<file path="src/rtl/pc_sequencer.sv">
// Program counter owner and single-outstanding instruction-fetch sequencer.
// Chooses the next PC and holds each fetched word until decode takes it.
module pc_sequencer #(
  parameter int                 ADDR_W       = 32,
  parameter logic [ADDR_W-1:0]  RESET_VECTOR = 32'h0000_0000,
  parameter logic [ADDR_W-1:0]  EXC_VECTOR   = 32'h0000_0080
) (
  input  logic              clk,
  input  logic              reset,
  output logic              imem_req,
  output logic [ADDR_W-1:0] imem_addr,
  input  logic              imem_ack,
  input  logic [31:0]       imem_rdata,
  output logic              instr_valid,
  output logic [31:0]       instr,
  output logic [ADDR_W-1:0] instr_pc,
  input  logic              decode_ready,
  input  logic              stall,
  input  logic              branch_taken,
  input  logic [ADDR_W-1:0] branch_target,
  input  logic              jump,
  input  logic [ADDR_W-1:0] jump_target,
  input  logic              exception,
  output logic [ADDR_W-1:0] pc,
  output logic [1:0]        fsm_state
);

  // Handshakes: imem_req/imem_addr stay stable until imem_ack (or an
  // exception withdraws the request); instr_valid/instr/instr_pc stay stable
  // until the cycle where decode_ready=1 and stall=0 (the acceptance cycle).
  typedef enum logic [1:0] {
    BOOT  = 2'd0,
    FETCH = 2'd1,
    HOLD  = 2'd2
  } state_t;

  localparam logic [ADDR_W-1:0] ALIGN_MASK = ~ADDR_W'(3);

  state_t            state;
  logic              accept;
  logic [ADDR_W-1:0] next_pc;

  assign imem_addr = pc;
  assign fsm_state = state;
  assign accept    = decode_ready && !stall;

  always_comb begin
    next_pc = pc + ADDR_W'(4);
    if (jump)
      next_pc = jump_target & ALIGN_MASK;
    else if (branch_taken)
      next_pc = branch_target & ALIGN_MASK;
  end

  always_ff @(posedge clk) begin
    if (reset) begin
      state       <= BOOT;
      pc          <= RESET_VECTOR;
      imem_req    <= 1'b0;
      instr_valid <= 1'b0;
      instr       <= '0;
      instr_pc    <= '0;
    end else begin
      case (state)
        BOOT: begin
          state    <= FETCH;
          imem_req <= 1'b1;
        end
        FETCH: begin
          // An exception outranks a same-cycle ack; that data is dropped.
          if (exception) begin
            pc          <= EXC_VECTOR;
            instr_valid <= 1'b0;
            imem_req    <= 1'b1;
          end else if (imem_ack) begin
            instr       <= imem_rdata;
            instr_pc    <= pc;
            instr_valid <= 1'b1;
            imem_req    <= 1'b0;
            state       <= HOLD;
          end
        end
        HOLD: begin
          if (exception) begin
            pc          <= EXC_VECTOR;
            instr_valid <= 1'b0;
            imem_req    <= 1'b1;
            state       <= FETCH;
          end else if (accept) begin
            pc          <= next_pc;
            instr_valid <= 1'b0;
            imem_req    <= 1'b1;
            state       <= FETCH;
          end
        end
        default: begin
          state       <= BOOT;
          imem_req    <= 1'b0;
          instr_valid <= 1'b0;
        end
      endcase
    end
  end

endmodule

</file>
<file path="config.mk">
export PLATFORM = sky130hd
export DESIGN_NAME = pc_sequencer
export DESIGN_NICKNAME = d
export VERILOG_FILES = /design/src/rtl/pc_sequencer.sv
export SDC_FILE = /design/constraint.sdc
export NUM_CORES = 1
export LEC_CHECK = 0
export CAP_MARGIN = 5
export CORE_MARGIN = 5
export CORE_UTILIZATION = 41
export DETAILED_ROUTE_END_ITERATION = 12
export PLACE_DENSITY = 0.81
export SYNTH_ARGS = -nofsm -noshare
export SYNTH_HDL_FRONTEND = slang
export SYNTH_SLANG_ARGS = --single-unit
</file>
<file path="constraint.sdc">
create_clock -name clk -period 2.2 [get_ports clk]
set_clock_uncertainty 0.15 [all_clocks]
set_input_delay 0.44 -clock clk [delete_from_list [all_inputs] [get_ports clk]]
set_output_delay 0.44 -clock clk [all_outputs]
set_load 0.005 [all_outputs]
</file>
==> flow_results.xml <==
<?xml version="1.0" encoding="UTF-8"?>
<metrics>
  <group name="status">
    <metric name="run_status" unit="">finished, final reports clean</metric>
  </group>
  <group name="clock_tree">
    <metric name="clk_pin_slew" unit="ns">0.07</metric>
    <metric name="cts.htree.levels" unit="">3</metric>
    <metric name="cts_tree" unit="">yes</metric>
    <metric name="cts-buffers-inserted" unit="">9</metric>
    <metric name="clock_insertion_delay_worst_skew" unit="ns">0.35</metric>
    <metric name="postCtsSetupBuffers" unit="">0</metric>
    <metric name="tritoncts_sinks" unit="">96</metric>
    <metric name="clk_root_buffer_cell" unit="">clkbuf_16</metric>
    <metric name="clockBufferDepth" unit="">2</metric>
  </group>
  <group name="route">
    <metric name="post_detailed_route_count_of_antenna_violating_nets" unit="">0</metric>
    <metric name="final_routed_wirelength_across_all_metal_layers" unit="um">17500</metric>
    <metric name="initialDrtViolationCount" unit="">442</metric>
    <metric name="vias" unit="">5389</metric>
    <metric name="drc" unit="">0</metric>
    <metric name="drt-pass1-iter-count" unit="">5</metric>
    <metric name="drt-wirelength-per-cell" unit="um">17.8</metric>
    <metric name="route.detailed.vias_per_inst" unit="">5.49</metric>
  </group>
  <group name="die">
    <metric name="std_cell_rows" unit="">39</metric>
    <metric name="pin_count" unit="">236</metric>
    <metric name="initial_utilization" unit="%">42.2</metric>
    <metric name="dieHeight" unit="um">119</metric>
    <metric name="die_area" unit="mm^2">0.0142</metric>
    <metric name="floorplan.core_area" unit="mm^2">0.0116</metric>
    <metric name="die_w" unit="um">119</metric>
  </group>
  <group name="logic_synthesis">
    <metric name="synth_most_common_cell" unit="">nand2_1</metric>
    <metric name="synth.ff_latch_count" unit="">96</metric>
    <metric name="post_synth_instance_area" unit="mm^2">0.00488</metric>
    <metric name="async_flop_share" unit="%">0</metric>
    <metric name="synthDominantAreaCellType" unit="">dfxtp_1</metric>
    <metric name="post_synth.cell_area_avg" unit="um^2">7.84</metric>
    <metric name="seq_area_frac_synth" unit="%">39.4</metric>
    <metric name="synthCells" unit="">622</metric>
    <metric name="synth.top_cells.by_count" unit="">136 x nand2_1, 96 x dfxtp_1, 85 x a21oi_1, 38 x buf_4, 31 x nor2_1</metric>
    <metric name="synthTopCellsByArea" unit="">dfxtp_1 39%, nand2_1 10%, a21oi_1 8.7%</metric>
    <metric name="synth_warnings" unit="">0</metric>
    <metric name="synth_top_area_share" unit="%">39.4</metric>
    <metric name="synth_edf_count" unit="">0</metric>
    <metric name="ys_types" unit="">55</metric>
    <metric name="synthFlopType" unit="">dfxtp_1</metric>
  </group>
  <group name="hold_path">
    <metric name="worstHoldPathType" unit="">reg2reg</metric>
  </group>
  <group name="timing">
    <metric name="fin_crit_share" unit="%">95.5</metric>
    <metric name="crit_path_setup_slack_layout" unit="ns">0.0997</metric>
    <metric name="unrepaired_setup_endpoints_after_global_routing" unit="">no</metric>
    <metric name="timing.slew.headroom" unit="%">60.2</metric>
    <metric name="final_count_of_hold_timing_violations" unit="">0</metric>
    <metric name="clock.fmax" unit="MHz">476</metric>
    <metric name="setup_tns" unit="ns">0</metric>
    <metric name="post-route-min-period" unit="ns">2.10</metric>
    <metric name="worst_hold_margin" unit="ns">0.304</metric>
    <metric name="setup_viol_count_final" unit="">0</metric>
    <metric name="tightestPinTransition" unit="ns">0.591</metric>
    <metric name="slew_viol_final" unit="">0</metric>
  </group>
  <group name="place">
    <metric name="place_congestion" unit="">0.882</metric>
    <metric name="placed_cell_area" unit="mm^2">0.00726</metric>
    <metric name="numPortBuffers" unit="">225</metric>
    <metric name="pre_cts_slack" unit="ns">-0.163</metric>
    <metric name="place_inst" unit="">966</metric>
    <metric name="post-dp-hpwl" unit="um">13000</metric>
  </group>
  <group name="flow_run">
    <metric name="cap_violations" unit="">0</metric>
  </group>
  <group name="critical_path">
    <metric name="critical_path.cell_chain" unit="">buf_4 -&gt; clkdlybuf4s50_1</metric>
    <metric name="critPathSlowestCell" unit="">clkdlybuf4s50_1</metric>
    <metric name="critical_path_class" unit="">reg2out</metric>
    <metric name="critPathBufInv" unit="">2</metric>
    <metric name="cpLargestDelayFamily" unit="">buffers and inverters</metric>
    <metric name="critical-path-max-stage-delay" unit="ns">0.51</metric>
    <metric name="worstPathRequired" unit="ns">1.61</metric>
    <metric name="arrival" unit="ns">1.51</metric>
    <metric name="critPathLaunchType" unit="">flop</metric>
    <metric name="worst-path-max-fanout" unit="">5</metric>
    <metric name="critical_path.endpoint_type" unit="">primary output</metric>
  </group>
  <group name="layout">
    <metric name="antennaDiodeCount" unit="">0</metric>
    <metric name="multi_input_comb_area" unit="mm^2">0.00247</metric>
    <metric name="fillerInstances" unit="">974</metric>
    <metric name="final_area" unit="mm^2">0.00758</metric>
    <metric name="finalNetCount" unit="">943</metric>
    <metric name="syn_to_final_growth" unit="%">55.4</metric>
    <metric name="area.sequential" unit="mm^2">0.00192</metric>
    <metric name="layout-drive-gt1-share" unit="%">9.65</metric>
    <metric name="layoutNonFillerInstCount" unit="">982</metric>
  </group>
  <group name="global_route">
    <metric name="number_of_global_route_vias_before_repair" unit="">5432</metric>
    <metric name="grt_max_degree" unit="">63</metric>
    <metric name="initial_antenna_violation_count" unit="">0</metric>
    <metric name="global_route_wire_length_before_repair" unit="um">27900</metric>
    <metric name="grt_overflow" unit="">0</metric>
    <metric name="gr-usage-all-layers" unit="%">24.1</metric>
  </group>
  <group name="power_and_ir_drop">
    <metric name="power_per_cell_area" unit="mW/mm^2">545</metric>
    <metric name="leakage_dissipation" unit="nW">2.66</metric>
    <metric name="peakVddDrop" unit="mV">0.470</metric>
  </group>
</metrics>
## report_power, final
part           internal, mW  switching (mW)  leakage (nW)
logic                 0.352           0.297          1.73
registers              1.77          0.0224         0.776
clock network         0.982           0.704         0.156
## worst min-delay path: stages, from the launching register on
cell and delay (ns):
dfxtp_1 0.31, nand2_1 0.05, a21oi_1 0.05
## state kept, by name, indices dropped and copies added, names as in the netlist
| signal | count |
|---|---|
| instr | 32 |
| imem_addr | 30 |
| instr_pc | 30 |
| fsm_state | 2 |
| imem_req | 1 |
| instr_valid | 1 |
## final timing paths
| path | startpoint | to | slack (ns) | depth (start not counted) |
|---|---|---|---|---|
| hold reg to reg | instr[30] | instr[30] | 0.30 | 2 |
| hold / removal | instr[30] | instr[30] | 0.30 | 2 |
| setup / recovery | imem_addr[5] | imem_addr[5] | 0.1 | 2 |
| setup reg to reg | fsm_state[0] | imem_addr[14] | 0.14 | 8 |
## logic make-up after synthesis
logic type	share of synthesized area, %
multiplexers	1.03
flip-flops	39.4
AO/OA/AOI/OAI	22.6
other	0.0769
AND/OR/NAND/NOR	22.4
XOR/XNOR	2.69
adder cells (fa/ha/maj)	1.28
buffers and inverters	10.5
## through the flow
| stage | power (mW) | utilization, % |
|---|---|---|
| after CTS | 4.15 | 65.5 |
| after global routing | 4.28 | 65.6 |
| after global placement | 2.46 | 62.8 |
| after detailed placement | 2.48 | 62.8 |
| final | 4.13 | 65.6 |
| after floorplan | 2.11 | - |
## routing by layer
| layer | wire (um) | GRT usage, % | vias to the layer above |
|---|---|---|---|
| met5 | 0 | 0 | - |
| met4 | 474 | 8.33 | 0 |
| met3 | 1710 | 8.48 | 37 |
| met2 | 8490 | 41.2 | 274 |
| met1 | 6800 | 27.8 | 2526 |
| li1 | - | - | 2552 |
## what timing repair did
action,4_1_cts,5_1_grt
gates resized for setup,0,2
hold buffers,0,0
setup endpoints to repair,0,15
## placed cells by master, fill, tap and decap left out, drive strengths merged, types with 2 or more instances in the layout
cell type | Yosys | layout
a31o | 2 | 2
a32oi | 5 | 5
xor2 | 11 | 11
a21o | 5 | 5
a211oi | 2 | 2
a21oi | 85 | 85
o22ai | 18 | 18
o31a | 3 | 3
clkdlybuf4s50 | 0 | 224
nor4 | 3 | 3
a22o | 5 | 5
and3 | 5 | 5
o221ai | 4 | 4
dfxtp | 96 | 96
a31oi | 3 | 3
nand3 | 11 | 11
inv | 11 | 12
clkbuf | 21 | 13
ha | 5 | 5
nand4 | 12 | 12
buf | 55 | 48
o32ai | 3 | 3
nor2b | 4 | 4
nand2b | 9 | 9
nor3 | 10 | 10
nand2 | 136 | 136
or2 | 3 | 3
nor2 | 31 | 31
xnor2 | 4 | 4
conb | 1 | 6
a22oi | 15 | 15
o21ai | 26 | 26
and4 | 3 | 3
mux2i | 5 | 5
## layout make-up
class	count	area share, %
inverter	11	0.545
timing repair buffer	272	35.0
clock buffer	13	3.56
multi-input combinational	444	32.6
tap	143	2.36
sequential	96	25.4
clock inverter	3	0.627
(Power assumes the default switching activity.)
